$ cat src/rtl/round_controller_pkg.sv
// Shared game package: controller state encoding plus the round-delay LFSR
// seed, tap mask and next-value helper. The scorer imports the same package.
package round_controller_pkg;

   typedef enum logic [2:0] {
      StIdle,
      StArm,
      StDelay,
      StLight,
      StResult,
      StHalt
   } game_state_e;

   localparam logic [15:0] LfsrSeed = 16'hACE1;
   // x^16 + x^14 + x^13 + x^11 + 1, left-shifting form: taps on bits 15, 13, 12, 10
   localparam logic [15:0] LfsrTaps = 16'hB400;

   function automatic logic [15:0] lfsr_next(input logic [15:0] cur);
      return {cur[14:0], ^(cur & LfsrTaps)};
   endfunction

endpackage

$ cat src/rtl/btn_sync.sv
// Button conditioner: 2-flop synchronizer followed by a rising-edge detector.
// Ports:
//   clk, rst   clock, asynchronous active-high reset
//   btn_i      raw asynchronous button
//   level_o    synchronized button level
//   rise_o     one-cycle pulse on a synchronized rising edge ("push")
module btn_sync (
   input  logic clk,
   input  logic rst,
   input  logic btn_i,
   output logic level_o,
   output logic rise_o
);

   logic meta_q, sync_q, prev_q;

   always_ff @(posedge clk or posedge rst) begin
      if (rst) begin
         meta_q <= 1'b0;
         sync_q <= 1'b0;
         prev_q <= 1'b0;
      end else begin
         meta_q <= btn_i;
         sync_q <= meta_q;
         prev_q <= sync_q;
      end
   end

   assign level_o = sync_q;
   assign rise_o  = sync_q & ~prev_q;

endmodule

$ cat src/rtl/round_controller.sv
// Reaction-game round controller: waits a pseudo-random delay, lights the round
// LED and adjudicates which player pushed first (or who jumped the light).
// Ports:
//   clk, rst    clock, asynchronous active-high reset
//   btn_l/btn_r raw asynchronous player buttons
//   game_over   scorer reports a finished match; freezes play
//   leds_on     round light
//   winrnd      one-cycle adjudication pulse, qualified by right and tie
module round_controller
   import round_controller_pkg::*;
#(
   parameter logic [23:0] DLY_MIN     = 24'd5_000_000,
   parameter logic [23:0] DLY_MASK    = 24'h7F_FFFF,
   parameter logic [23:0] HOLD_CYCLES = 24'd2_500_000
) (
   input  logic clk,
   input  logic rst,
   input  logic btn_l,
   input  logic btn_r,
   input  logic game_over,
   output logic leds_on,
   output logic winrnd,
   output logic right,
   output logic tie
);

   game_state_e state_q, state_d;
   logic [23:0] cnt_q, cnt_d;
   logic [15:0] lfsr_q, lfsr_d;
   logic        leds_q, leds_d;
   logic        win_q, win_d;
   logic        right_q, right_d;
   logic        tie_q, tie_d;

   logic lvl_l, lvl_r, rise_l, rise_r;

   btn_sync u_sync_l (
      .clk     (clk),
      .rst     (rst),
      .btn_i   (btn_l),
      .level_o (lvl_l),
      .rise_o  (rise_l)
   );

   btn_sync u_sync_r (
      .clk     (clk),
      .rst     (rst),
      .btn_i   (btn_r),
      .level_o (lvl_r),
      .rise_o  (rise_r)
   );

   always_comb begin
      state_d = state_q;
      cnt_d   = cnt_q;
      win_d   = 1'b0;
      right_d = 1'b0;
      tie_d   = 1'b0;
      lfsr_d  = lfsr_next(lfsr_q);

      unique case (state_q)
         StIdle: state_d = StArm;
         StArm: begin
            if (game_over) begin
               state_d = StHalt;
            end else if (!lvl_l && !lvl_r) begin
               cnt_d   = DLY_MIN + ({8'h0, lfsr_q} & DLY_MASK);
               state_d = StDelay;
            end
         end
         StDelay, StLight: begin
            // A push wins over the DELAY->LIGHT transition, so a push in the
            // cycle the counter hits zero still counts as jumping the light.
            if (rise_l || rise_r) begin
               win_d   = 1'b1;
               right_d = rise_r & ~rise_l;
               tie_d   = rise_l & rise_r;
               cnt_d   = HOLD_CYCLES;
               state_d = StResult;
            end else if (state_q == StDelay) begin
               if (cnt_q <= 24'd1) begin
                  cnt_d   = '0;
                  state_d = StLight;
               end else begin
                  cnt_d = cnt_q - 24'd1;
               end
            end
         end
         StResult: begin
            if (game_over) begin
               state_d = StHalt;
            end else if (cnt_q <= 24'd1) begin
               cnt_d   = '0;
               state_d = StArm;
            end else begin
               cnt_d = cnt_q - 24'd1;
            end
         end
         StHalt: state_d = StHalt;
         default: state_d = StIdle;
      endcase

      // During the winrnd cycle the light keeps the value it had at the push.
      leds_d = (state_d == StLight) | (win_d & leds_q);
   end

   always_ff @(posedge clk or posedge rst) begin
      if (rst) begin
         state_q <= StIdle;
         cnt_q   <= '0;
         lfsr_q  <= LfsrSeed;
         leds_q  <= 1'b0;
         win_q   <= 1'b0;
         right_q <= 1'b0;
         tie_q   <= 1'b0;
      end else begin
         state_q <= state_d;
         cnt_q   <= cnt_d;
         lfsr_q  <= lfsr_d;
         leds_q  <= leds_d;
         win_q   <= win_d;
         right_q <= right_d;
         tie_q   <= tie_d;
      end
   end

   assign leds_on = leds_q;
   assign winrnd  = win_q;
   assign right   = right_q;
   assign tie     = tie_q;

endmodule

$ cat config.mk
export PLATFORM = sky130hd
export DESIGN_NAME = round_controller
export DESIGN_NICKNAME = d
export VERILOG_FILES = /design/src/rtl/round_controller_pkg.sv /design/src/rtl/btn_sync.sv /design/src/rtl/round_controller.sv
export SDC_FILE = /design/constraint.sdc
export NUM_CORES = 1
export LEC_CHECK = 0
export ABC_CLOCK_PERIOD_IN_PS = 7300
export CAP_MARGIN = 40
export CORE_MARGIN = 3
export CORE_UTILIZATION = 60
export DETAILED_ROUTE_END_ITERATION = 6
export PLACE_DENSITY = 0.85
export SLEW_MARGIN = 15
export SYNTH_ARGS = -nofsm -noshare
export SYNTH_HDL_FRONTEND = slang
export SYNTH_HIERARCHICAL = 1
export SYNTH_SLANG_ARGS = --single-unit
$ cat constraint.sdc
create_clock -name clk -period 7.3 [get_ports clk]
set_input_delay 1.46 -clock clk [delete_from_list [all_inputs] [get_ports clk]]
set_output_delay 1.46 -clock clk [all_outputs]
set_load 0.05 [all_outputs]
* After elaboration in Yosys (flattened, before gate mapping)
Index checks and enable logic that the tools add are counted.
** Storage, ports and cells
- Bits in registers :: 53
- Bits of input ports :: 5
- Output and inout bits :: 4
- Logic and storage cells :: 65
** Operators by class
- Add/subtract/negate cells :: 2
- Order comparisons :: 1
- Equal/unequal tests :: 10
- Muxes and demuxes :: 21
- Bitwise operators :: 9
- Reduce and logical (&&, ||, !) cells :: 9
** Operator list (count)
- 24-bit two-way mux :: 6
- 24-bit case mux with 3 select lines :: 1
- 23-bit by 16-bit adder with 24-bit output (first input constant) :: 1
- 24-bit by 1-bit less-or-equal comparator with 1-bit output (second input constant) :: 1
- 24-bit by 1-bit subtractor with 24-bit output (second input constant) :: 1
- 3-bit two-way mux :: 7
- 16-bit parity :: 1
- 3-bit case mux with 5 select lines :: 1
- 3-bit by 2-bit == test with 1-bit output (second input constant) :: 3
- 3-bit == test (second input constant) :: 2
- 1-bit two-way mux :: 6
- 2-bit != test (second input constant) :: 3
- 1-bit AND :: 5
- 5-bit AND reduction :: 1
- 3-bit by 1-bit == test with 1-bit output (second input constant) :: 1
- 3-bit zero test :: 1
- 3-bit != test (second input constant) :: 1
- 1-bit inverter :: 3
- 3-bit nonzero test :: 1
- 1-bit zero test :: 2
- 2-bit OR reduction :: 1
- 1-bit logical AND :: 1
- 1-bit logical OR :: 1
- 1-bit bitwise OR :: 1

* Logic depth before layout (Yosys ltp)
Gate-level depths: netlist of the first run.
- Depth in word-level cells :: 7
- Gate-level depth with buffers :: 8
- Mapped depth without buffers :: 7

* Cells and area by module
Netlist of the first run, hierarchy kept.
** By module, submodules not included
- round_controller :: instances 1, cells each 263, area each 2580.0 sq um, seq. area each 1186.1 sq um
- btn_sync :: instances 2, cells each 5, area each 92.6 sq um, seq. area each 75.1 sq um

* Worst setup path after synthesis of the first run
OpenSTA, ideal clock, no wires.
- Path kind :: in2reg
- Start :: input game_over
- End :: register cnt_q[10]
- Setup time :: 0.122 ns
- Data arrival time :: 2.763 ns
- Required time :: 7.178 ns
- Setup slack :: 4.415 ns
- Stages :: 6
- Buffers on the path :: 1
- Path through :: nor4_1 -> and3b_1 -> o21a_1 -> clkbuf_1 -> o21ai_0 -> a32o_1
** Between the ends
- Longest elaborated chain between the ends :: 2
- Elaborated cells on any way between the ends :: 3
- Classes of those cells :: eq/ne: 2; reduce/logical: 1
** Ends and longest elaborated chain
- from (decl) :: RTL line round_controller.sv:20 : input logic game_over,
- 2-bit != test (no line)
- 5-bit AND reduction (no line) *
- to (signal assigned) :: RTL line round_controller.sv:118 : cnt_q <= cnt_d;
- to (decl) :: RTL line round_controller.sv:28 : logic [23:0] cnt_q, cnt_d;
Every way passes the cells marked *; elsewhere a longest branch is shown, timed or not.
A chain may end at the register's enable or synchronous reset.

* Final worst setup path of the first run
- Start :: input game_over
- End :: register cnt_q[15]
Same word-level chain as after synthesis.

==> results of run 1 <==
## cells by family (layout without fill, tap and decap cells)
logic type	Yosys count	after routing	synth area share, %
adder cells (fa/ha/maj)	4	4	1.81
flip-flops	53	53	48.3
buffers and inverters	19	27	3.21
XOR/XNOR	8	8	2.53
AND/OR/NAND/NOR	97	97	21.0
AO/OA/AOI/OAI	92	92	23.2
## worst register-to-register path, cell delays in order, from the launching register on
cell	delay (ns)
dfrtp_1	0.49
nor4_1	0.39
and3b_1	0.49
o21a_1	0.79
o21ai_0	0.20
a221o_1	0.39
## cells in the final DEF (no fill, tap or decap), types with 4 or more instances in the layout
master	netlist	final
or4_1	5	5
a221o_1	7	7
a21oi_1	9	9
o21ai_0	28	28
dfstp_2	8	8
clkdlybuf4s50_1	0	8
a21o_1	6	6
inv_1	8	7
nor4_1	6	6
ha_1	4	4
or3_1	9	9
clkbuf_8	0	5
o31ai_1	6	6
o21ai_1	6	6
nor3_1	11	11
xnor2_1	6	6
nand3_1	5	5
dfrtp_1	45	45
nor2b_1	8	8
nor2_1	21	21
nand2_1	11	11
## final timing paths
kind / slack (ns) / startpoint / cells past startpoint / endpoint
min: 0.37 / u_sync_l/meta_q / 0 / u_sync_l/level_o
max: 3.32 / game_over / 6 / cnt_q[15]
min reg2reg: 0.37 / u_sync_l/meta_q / 0 / u_sync_l/level_o
min in group asynchronous: 1.39 / rst / 2 / u_sync_l/level_o
max reg2reg: 4.44 / state_q[2] / 5 / cnt_q[15]
max in group asynchronous: 5.32 / rst / 3 / lfsr_q[1]
## per-layer routing
metal	GRT usage (%)	up-vias	wire [µm]
met2	37.8	74	2950
li1	-	1052	-
met1	38.0	1090	2980
met3	4.92	9	294
met5	0	-	0
met4	7.85	0	103
## through the flow
stage | power [mW] | utilization [%] | instances | hold WS (ns) | area [µm²]
floorplan | 0.516 | - | 273 | 0.331 | 2770
global placement | 0.552 | 64.8 | 323 | 0.333 | 2860
detailed placement | 0.562 | 65.2 | 324 | 0.350 | 2880
CTS | 0.792 | 68.3 | 332 | 0.380 | 3010
global route | 0.839 | 68.6 | 333 | 0.386 | 3030
finish | 0.794 | 68.6 | 333 | 0.375 | 3030
## power breakdown
part,leakage (nW),total (mW),internal (mW),switching [mW]
Clock,0.0681,0.232,0.136,0.0961
Combinational,0.540,0.194,0.0735,0.120
Sequential,0.665,0.368,0.328,0.0405
## area by class of cell
cell class / count / area [µm²]
clock buffer: 5 / 68.8
sequential: 53 / 1340
clock inverter: 3 / 65.1
multi-input combinational: 201 / 1340
tap: 52 / 65.1
timing repair buffer: 11 / 123
inverter: 8 / 30.0
fill: 343 / 1390
==> implementation parameters, run 1 <==
Parameter                              Value

Finish
  Register with the highest flop count    cnt_q
  Biggest registers after layout    cnt_q (24), lfsr_q (16), state_q (3)
  Share of layout cells above drive strength 1    10.7%
  Number of flip-flops in the largest register    24
  Relative area change from synthesis to final layout    9.50%
  Number of diodes    0
  Nets@finish    289

Clock network
  Cts bufs inserted    5
  Number of setup buffers added after CTS    0
  Clock input transition at the sequential cells of the worst setup and hold paths    0.09 ns
  Resized Gates After CTS    0
  Number of buffers inserted by hold repair at cts    0
  Clk sinks    53
  CTS H-Tree Depth    2
  Latest clock arrival within the worst-skew pair    0.31 ns
  Clock tree from TritonCTS    done
  Number of buffers between clock root and the deepest sink    2
  Library cell used as clock root buffer    clkbuf_8

Power
  Maximum ir drop on the vdd rail    0.173 mV
  P_leak    1.27 nW
  Power density over the cells    262 mW/mm²

Setup path
  CP top delay family    compound AO/OA/AOI/OAI gates
  Delay of the slowest cell on the worst path    0.79 ns
  Critical-path cell list    clkdlybuf4s50_1 -> nor4_1 -> and3b_1 -> o21a_1 -> o21ai_0 -> a221o_1
  Critical-path top delay cell    o21a_1
  Worst-path maximum fanout    28
  Critical path buffers and inverters    1
  Startpoint class of the critical path    input pin
  Data required, critical path    7.50 ns
  Start-to-end type of the worst setup path    in -> reg
  Signal arrival time at the worst endpoint    4.18 ns
  Element type at the critical path end    register

Synthesis
  Most instantiated library cell after synthesis    dfrtp_1
  Avg Cell Area, Syn    10.1 µm²
  Number of synthesized register bits    53
  Ys Warns    6
  Portion of synthesized cell area occupied by the leading cell type    40.7%
  Proportion of synthesized flip-flops having asynchronous set or reset    100%
  Cell type contributing the most total cell area after synthesis    dfrtp_1
  Synth Net Count    282
  Flip-flop cell with the highest count after synthesis    dfrtp_1
  Post-synthesis cell area    0.00277 mm²
  Sequential-to-total area share from yosys stat    48.3%
  Synth unique cells    57
  Synthesized netlist cell count    273
  Dominant cells by area after synthesis    dfrtp_1, dfstp_2, o21ai_0
  Ranking of synthesized cells by instance count    dfrtp_1, o21ai_0, nor2_1
  Post-synth EDFFs    0

STA
  Setup Skew    0.0133 ns
  Max-slew violation total from the final report    0
  Total negative setup slack    0 ns
  Transition time of the tightest slew-check pin    0.881 ns
  Highest attainable clock frequency    251 MHz
  Setup repair after global routing missed its margin    no
  Relative slew margins    41.3%
  Final Hold Vio Count    0
  Total of endpoints with negative setup slack in the final report    0
  Fin crit share    54.5%
  Shortest period the worst path allows    3.98 ns
  Final WS setup    3.32 ns

Floorplan
  Starting utilization of the core area    62.6%
  I/O pin cnt    9
  Floorplan Core Area    0.00441 mm²
  Floorplan row count    24
  Die boundary height    73.9 µm
  Die W    73.9 µm
  Total die area    0.00546 mm²

Detailed routing
  Routed Antenna Nets    0
  Average wire per standard cell    19.0 µm
  Post-detailed-route via-to-cell ratio    6.68
  Iter 0 DRT Violations    292
  Number of DRC violations after detailed routing    0
  First-pass detailed-route iteration total    5
  Routed wire length    6.32 mm
  Vias    2225

Worst hold path
  Class of the most critical hold timing path    reg -> reg

Run
  Max_cap viols    0

Placed design
  Worst slack at placement    3.06 ns
  Port Buffers    8
  Routability congestion estimate from global placement    0.857
  Total half-perimeter wirelength after legalization and detailed placement    4.35 mm

Outcome
  Outcome    completed

Global route
  Total routing usage reported by global routing    25.6%
  Initial antenna violation count    0
  Global-route congestion overflow total    0
  Pin count of the biggest net entering global routing    33
  Wire length of the first global-routing pass    10.6 mm
  Number of global-route vias before repair    2099
(Power assumes the default switching activity.)
==> run 2: changes to the inputs <==
--- a/config.mk
+++ b/config.mk
@@ -5,12 +5,12 @@
 export SDC_FILE = /design/constraint.sdc
 export NUM_CORES = 1
 export LEC_CHECK = 0
-export ABC_CLOCK_PERIOD_IN_PS = 7300
+export ABC_CLOCK_PERIOD_IN_PS = 3500
 export CAP_MARGIN = 40
 export CORE_MARGIN = 3
-export CORE_UTILIZATION = 60
+export CORE_UTILIZATION = 55
 export DETAILED_ROUTE_END_ITERATION = 6
-export PLACE_DENSITY = 0.85
+export PLACE_DENSITY = 0.83
 export SLEW_MARGIN = 15
 export SYNTH_ARGS = -nofsm -noshare
 export SYNTH_HDL_FRONTEND = slang
==> constraint.sdc (replaced) <==
create_clock -name clk -period 3.5 [get_ports clk]
set_input_delay 0.7 -clock clk [delete_from_list [all_inputs] [get_ports clk]]
set_output_delay 0.7 -clock clk [all_outputs]
set_load 0.05 [all_outputs]
==> run 2 against run 1 <==
Compared with the run above: routed wire length decreased by 1.5%; total power increased by 110%; via count increased by 1.4%; critical path depth decreased by 1; clock-buffer cell count unchanged; clock skew increased by 0.00061 ns; setup slack got worse by 2.7 ns; register-to-register slack got worse by 3.9 ns; sequential power increased by 110%; largest power group unchanged.
==> implementation parameters, run 2 (synthesis results as in run 1) <==
Parameter                              Value

STA
  Transition time of the tightest slew-check pin    0.795 ns (was 0.881 ns)
  Total of endpoints with negative setup slack in the final report    0 (unchanged)
  Fin crit share    83.5%
  Final Hold Vio Count    0 (unchanged)
  Relative slew margins    47.0% (was 41.3%)
  Setup repair after global routing missed its margin    no (unchanged)
  Final WS setup    0.577 ns (was 3.32 ns)
  Max-slew violation total from the final report    0 (unchanged)
  Hold slack final    0.359 ns (was 0.375 ns)
  Setup Skew    0.0139 ns (was 0.0133 ns)
  Total negative setup slack    0 ns (unchanged)
  Shortest period the worst path allows    2.92 ns
  Highest attainable clock frequency    342 MHz

Finish
  Most common library cell in the layout ignoring fill and taps    dfrtp_1 (unchanged)
  Register with the highest flop count    cnt_q (unchanged)
  Number of flip-flops in the largest register    24 (unchanged)
  Relative area change from synthesis to final layout    11.3% (was 9.50%)
  Leading cell types in the layout, fill and taps excluded    dfrtp_1, o21ai_0, nor2_1 (unchanged)
  Share of layout cells above drive strength 1    12.2% (was 10.7%)
  Number of diodes    0 (unchanged)
  Nets@finish    294 (was 289)
  Area of all placed cells without fillers    0.00308 mm² (was 0.00303 mm²)
  Post-layout instance count excluding filler cells    353 (was 333)
  Biggest registers after layout    cnt_q (24), lfsr_q (16), state_q (3) (unchanged)

Setup path
  Start-to-end type of the worst setup path    reg -> reg (was in -> reg)
  Critical-path top delay cell    o31ai_4 (was o21a_1)
  R2R Path Start    cnt_q[12] (was state_q[2])
  Signal arrival time at the worst endpoint    3.13 ns (was 4.18 ns)
  Critical Path Start    cnt_q[12] (was game_over)
  Crit path capture    cnt_q[15] (unchanged)
  Flop2flop setup slack    0.58 ns (was 4.44 ns)
  Critical register-to-register path endpoint    cnt_q[15] (unchanged)
  Critical-path cell list    nor4_1 -> nand3_1 -> o31ai_4 -> o21ai_0 -> a221o_1 (was clkdlybuf4s50_1 -> nor4_1 -> and3b_1 -> o21a_1 -> o21ai_0 -> a221o_1)
  Startpoint class of the critical path    register (was input pin)
  Worst-path maximum fanout    20 (was 28)
  Element type at the critical path end    register (unchanged)
  Reg2Reg Depth    5 (unchanged)
  Data required, critical path    3.70 ns (was 7.50 ns)
  Delay of the slowest cell on the worst path    0.80 ns (was 0.79 ns)

Clock network
  Number of setup buffers added after CTS    0 (unchanged)
  Number of buffers inserted by hold repair at cts    0 (unchanged)
  Library cell used as clock root buffer    clkbuf_8 (unchanged)
  Clk sinks    53 (unchanged)
  Clock input transition at the sequential cells of the worst setup and hold paths    0.10 ns (was 0.09 ns)
  Cts bufs inserted    5 (unchanged)
  Number of buffers between clock root and the deepest sink    2 (unchanged)
  Latest clock arrival within the worst-skew pair    0.31 ns (about the same)
  Resized Gates After CTS    0 (unchanged)
  CTS H-Tree Depth    2 (unchanged)
  Clock tree from TritonCTS    done (unchanged)

Detailed routing
  Post-detailed-route via-to-cell ratio    6.39 (was 6.68)
  Number of DRC violations after detailed routing    0 (unchanged)
  Routed Antenna Nets    0 (unchanged)
  Routed wire length    6.23 mm (was 6.32 mm)
  Amount of wire on met3 after detailed routing    364 µm (was 294 µm)
  Met2 wirelength from detailed routing    2.79 mm (was 2.95 mm)
  Average wire per standard cell    17.6 µm (was 19.0 µm)
  Routed length on met1    2.87 mm (was 2.98 mm)
  Uppermost layer routed    met4 (unchanged)
  Vias    2256 (was 2225)
  First-pass detailed-route iteration total    5 (unchanged)
  Iter 0 DRT Violations    180 (was 292)

Outcome
  Outcome    completed (unchanged)

Power
  Power density over the cells    543 mW/mm² (was 262 mW/mm²)
  Maximum ir drop on the vdd rail    0.255 mV (was 0.173 mV)
  P_leak    1.29 nW (was 1.27 nW)

Placed design
  Port Buffers    8 (unchanged)
  Total half-perimeter wirelength after legalization and detailed placement    4.48 mm (was 4.35 mm)
  Worst slack at placement    0.479 ns (was 3.06 ns)
  Number of instances in the placed design    345 (was 324)
  Routability congestion estimate from global placement    0.916 (was 0.857)
  Area after DPL    0.00294 mm² (was 0.00288 mm²)

Floorplan
  Floorplan row count    25 (was 24)
  Starting utilization of the core area    57.8% (was 62.6%)
  I/O pin cnt    9 (unchanged)
  Die W    76.9 µm (was 73.9 µm)
  Die boundary height    76.9 µm (was 73.9 µm)
  Total die area    0.00591 mm² (was 0.00546 mm²)
  Floorplan Core Area    0.00479 mm² (was 0.00441 mm²)

Global route
  Pin count of the biggest net entering global routing    32 (was 33)
  Initial antenna violation count    0 (unchanged)
  Global-route congestion overflow total    0 (unchanged)
  Number of global-route vias before repair    2104 (was 2099)
  Total routing usage reported by global routing    22.5% (was 25.6%)
  Wire length of the first global-routing pass    10.6 mm (about the same)

Worst hold path
  Class of the most critical hold timing path    reg -> reg (unchanged)

Run
  Max_cap viols    0 (unchanged)
[run 2: cell types whose count changed in the layout (fill, tap and decap cells not counted), sizes merged]
cell and delta:
buf +5
[run 2: how the worst min path moves through the flow]
stage / from / to / slack (ns) / cells after the start
after floorplan: u_sync_l/meta_q / u_sync_l/level_o / 0.33 / 0
after global placement: u_sync_r/meta_q / u_sync_r/level_o / 0.33 / 0
after detailed placement: u_sync_l/meta_q / u_sync_l/level_o / 0.34 / 0
after CTS: u_sync_l/meta_q / u_sync_l/level_o / 0.36 / 0
after global routing: u_sync_r/meta_q / u_sync_r/level_o / 0.37 / 0
final: u_sync_l/meta_q / u_sync_l/level_o / 0.36 / 0
[run 2: area by class of cell]
class / count / area, µm²
Sequential cell: 53 / 1340
Multi-Input combinational cell: 201 / 1340
Timing Repair Buffer: 16 / 153
Clock inverter: 3 / 65.1
Inverter: 8 / 30.0
Fill cell: 388 / 1710
Clock buffer: 5 / 68.8
Tap cell: 67 / 83.8
[run 2: per-layer routing]
| metal | track usage (%) | vias up |
|---|---|---|
| li1 | - | 1064 |
| met5 | 0 | - |
| met1 | 33.0 | 1077 |
| met3 | 3.76 | 23 |
| met2 | 32.9 | 92 |
| met4 | 9.78 | 0 |
[run 2: critical path, delay by kind of cell (launching register included)]
| family | cells | cell delay [ns] |
|---|---|---|
| DFF | 1 | 0.43 |
| AOI/OAI and AO/OA | 3 | 1.36 |
| and+or+nand+nor | 2 | 1.02 |
[run 2: power by group]
part           total [mW]  switching (mW)  leakage (nW)  internal (mW)
Sequential          0.768          0.0845         0.665          0.683
Clock               0.485           0.201        0.0681          0.284
Combinational       0.418           0.249         0.561          0.169
[run 2: stage by stage]
| stage | power [mW] | utilization, % |
|---|---|---|
| 6_report | 1.67 | 64.3 |
| 2_1_floorplan | 1.08 | - |
| 3_5_place_dp | 1.19 | 61.5 |
| 5_1_grt | 1.77 | 64.3 |
| 4_1_cts | 1.67 | 64.3 |
| 3_3_place_gp | 1.17 | 61.1 |
==> run 3: changes to the inputs <==
--- a/config.mk
+++ b/config.mk
@@ -5,12 +5,12 @@
 export SDC_FILE = /design/constraint.sdc
 export NUM_CORES = 1
 export LEC_CHECK = 0
-export ABC_CLOCK_PERIOD_IN_PS = 3500
+export ABC_CLOCK_PERIOD_IN_PS = 2850
 export CAP_MARGIN = 40
 export CORE_MARGIN = 3
-export CORE_UTILIZATION = 55
+export CORE_UTILIZATION = 60
 export DETAILED_ROUTE_END_ITERATION = 6
-export PLACE_DENSITY = 0.83
+export PLACE_DENSITY = 0.85
 export SLEW_MARGIN = 15
 export SYNTH_ARGS = -nofsm -noshare
 export SYNTH_HDL_FRONTEND = slang
==> constraint.sdc (replaced) <==
create_clock -name clk -period 2.85 [get_ports clk]
set_input_delay 0.57 -clock clk [delete_from_list [all_inputs] [get_ports clk]]
set_output_delay 0.57 -clock clk [all_outputs]
set_load 0.05 [all_outputs]
==> run 3 against run 2 <==
Compared with the run above: fmax is 15% higher; via count is 1.3% higher; die area is 7.7% lower; first-iteration DRC count is 29% lower; final cell count is 2.0% lower; sequential power is 23% higher; total power is 14% higher; critical path depth stayed put; sequential share of layout area hardly changed.
==> implementation parameters, run 3 (synthesis results as in run 1) <==
Parameter                              Value

Detailed routing
  Average wire per standard cell    18.4 µm (was 17.6 µm)
  Post-detailed-route via-to-cell ratio    6.60 (was 6.39)
  Number of DRC violations after detailed routing    0 (unchanged)
  Vias    2285 (was 2256)
  Routed Antenna Nets    0 (unchanged)
  First-pass detailed-route iteration total    4 (was 5)
  Iter 0 DRT Violations    128 (was 180)
  Routed wire length    6.38 mm (was 6.23 mm)

Setup path
  Start-to-end type of the worst setup path    reg -> reg (unchanged)
  Signal arrival time at the worst endpoint    2.75 ns (was 3.13 ns)
  R2R Path Start    cnt_q[11] (was cnt_q[12])
  Worst-path maximum fanout    6 (was 20)
  Element type at the critical path end    register (unchanged)
  Flop2flop setup slack    0.30 ns (was 0.58 ns)
  Startpoint class of the critical path    register (unchanged)
  Data required, critical path    3.06 ns (was 3.70 ns)
  Reg2Reg Depth    5 (unchanged)
  Critical register-to-register path endpoint    cnt_q[13] (was cnt_q[15])

Run
  Max_cap viols    0 (unchanged)

Placed design
  Routability congestion estimate from global placement    0.935 (was 0.916)
  Total half-perimeter wirelength after legalization and detailed placement    4.64 mm (was 4.48 mm)
  Area after DPL    0.00298 mm² (was 0.00294 mm²)
  Port Buffers    8 (unchanged)

STA
  Transition time of the tightest slew-check pin    0.578 ns (was 0.795 ns)
  Final Hold Vio Count    0 (unchanged)
  Fin crit share    89.3% (was 83.5%)
  Max-slew violation total from the final report    0 (unchanged)
  Highest attainable clock frequency    393 MHz (was 342 MHz)
  Shortest period the worst path allows    2.55 ns (was 2.92 ns)
  Total of endpoints with negative setup slack in the final report    0 (unchanged)
  Relative slew margins    61.1% (was 47.0%)
  Setup Skew    0.0115 ns (was 0.0139 ns)
  Setup repair after global routing missed its margin    no (unchanged)
  Total negative setup slack    0 ns (unchanged)

Floorplan
  Starting utilization of the core area    62.6% (was 57.8%)
  Die boundary height    73.9 µm (was 76.9 µm)
  Total die area    0.00546 mm² (was 0.00591 mm²)
  Die W    73.9 µm (was 76.9 µm)
  I/O pin cnt    9 (unchanged)
  Floorplan row count    24 (was 25)
  Floorplan Core Area    0.00441 mm² (was 0.00479 mm²)

Global route
  Number of global-route vias before repair    2241 (was 2104)
  Initial antenna violation count    0 (unchanged)
  Total routing usage reported by global routing    26.4% (was 22.5%)
  Wire length of the first global-routing pass    10.9 mm (was 10.6 mm)
  Global-route congestion overflow total    0 (unchanged)
  Pin count of the biggest net entering global routing    26 (was 32)

Finish
  Number of flip-flops in the largest register    24 (unchanged)
  Number of diodes    0 (unchanged)
  Biggest registers after layout    cnt_q (24), lfsr_q (16), state_q (3) (unchanged)
  Area of all placed cells without fillers    0.00307 mm² (was 0.00308 mm²)
  Nets@finish    302 (was 294)
  Share of layout cells above drive strength 1    14.6% (was 12.2%)
  Leading cell types in the layout, fill and taps excluded    dfrtp_1, o21ai_0, nor2_1 (unchanged)
  Register with the highest flop count    cnt_q (unchanged)
  Relative area change from synthesis to final layout    11.2% (was 11.3%)
  Most common library cell in the layout ignoring fill and taps    dfrtp_1 (unchanged)

Power
  P_leak    1.31 nW (was 1.29 nW)
  Maximum ir drop on the vdd rail    0.464 mV (was 0.255 mV)
  Power density over the cells    617 mW/mm² (was 543 mW/mm²)

Worst hold path
  Worst-case hold path end point    u_sync_r/level_o (was u_sync_l/level_o)
  Hold depth    0 (unchanged)
  Worst hold start    u_sync_r/meta_q (was u_sync_l/meta_q)
  Class of the most critical hold timing path    reg -> reg (unchanged)

Clock network
  CTS H-Tree Depth    2 (unchanged)
  Clock tree from TritonCTS    done (unchanged)
  Resized Gates After CTS    0 (unchanged)
  Number of buffers inserted by hold repair at cts    0 (unchanged)
  Latest clock arrival within the worst-skew pair    0.31 ns (about the same)
  Library cell used as clock root buffer    clkbuf_8 (unchanged)
  Clock input transition at the sequential cells of the worst setup and hold paths    0.10 ns (about the same)
  Number of setup buffers added after CTS    0 (unchanged)
  Number of buffers between clock root and the deepest sink    2 (unchanged)
  Clk sinks    53 (unchanged)
  Cts bufs inserted    5 (unchanged)

Outcome
  Outcome    completed (unchanged)
[run 3: cell count changes in the layout (fill, tap and decap cells not counted)]
| cell | change |
|---|---|
| clkinvlp_4 | +1 |
| buf_4 | +8 |
| bufinv_16 | -2 |
| inv_6 | +1 |
[run 3: final cells by class]
type / instances / area, µm²
Fill cell: 323 / 1340
Clock buffer: 5 / 68.8
Sequential cell: 53 / 1340
Clock inverter: 3 / 21.3
Inverter: 8 / 30.0
Multi-Input combinational cell: 201 / 1340
Timing Repair Buffer: 24 / 213
Tap cell: 52 / 65.1
[run 3: metrics by stage]
step	cells	utilization (%)	setup WS [ns]	power, mW	hold WS (ns)
floorplan	273	-	0.452	1.32	0.324
global placement	338	67.6	0.259	1.45	0.332
detailed placement	338	67.6	0.220	1.47	0.348
CTS	346	69.6	0.323	1.90	0.370
global route	346	69.6	0.181	2.00	0.382
finish	346	69.6	0.304	1.90	0.365
[run 3: worst max-delay path by stage]
stage | start | slack (ns) | endpoint | depth (start not counted)
after floorplan | cnt_q[15] | 0.45 | cnt_q[13] | 6
final | cnt_q[11] | 0.30 | cnt_q[13] | 5
after global routing | cnt_q[11] | 0.18 | cnt_q[13] | 5
after detailed placement | game_over | 0.22 | cnt_q[4] | 7
after CTS | cnt_q[11] | 0.32 | cnt_q[13] | 5
after global placement | game_over | 0.26 | cnt_q[4] | 7
[run 3: metal layers]
metal / vias to the layer above / part of all wire (%) / global-route usage [%]
met5: - / 0 / 0
met4: 0 / 1.5 / 9.26
met3: 8 / 4.9 / 5.34
met2: 54 / 49 / 42.0
met1: 1141 / 45 / 35.9
li1: 1082 / - / -
[run 3: critical path, stage by stage, from the launching register on]
cell and delay, ns:
dfrtp_1 0.46, or4_4 0.55, or4_1 0.56, or4_4 0.50
a311oi_1 0.28, o21ai_1 0.10
[run 3: where the power goes]
part,internal [mW],leakage [nW],switching [mW]
clock,0.175,0.0445,0.254
sequential,0.839,0.665,0.102
combinational,0.216,0.604,0.311
total,1.23,1.31,0.667
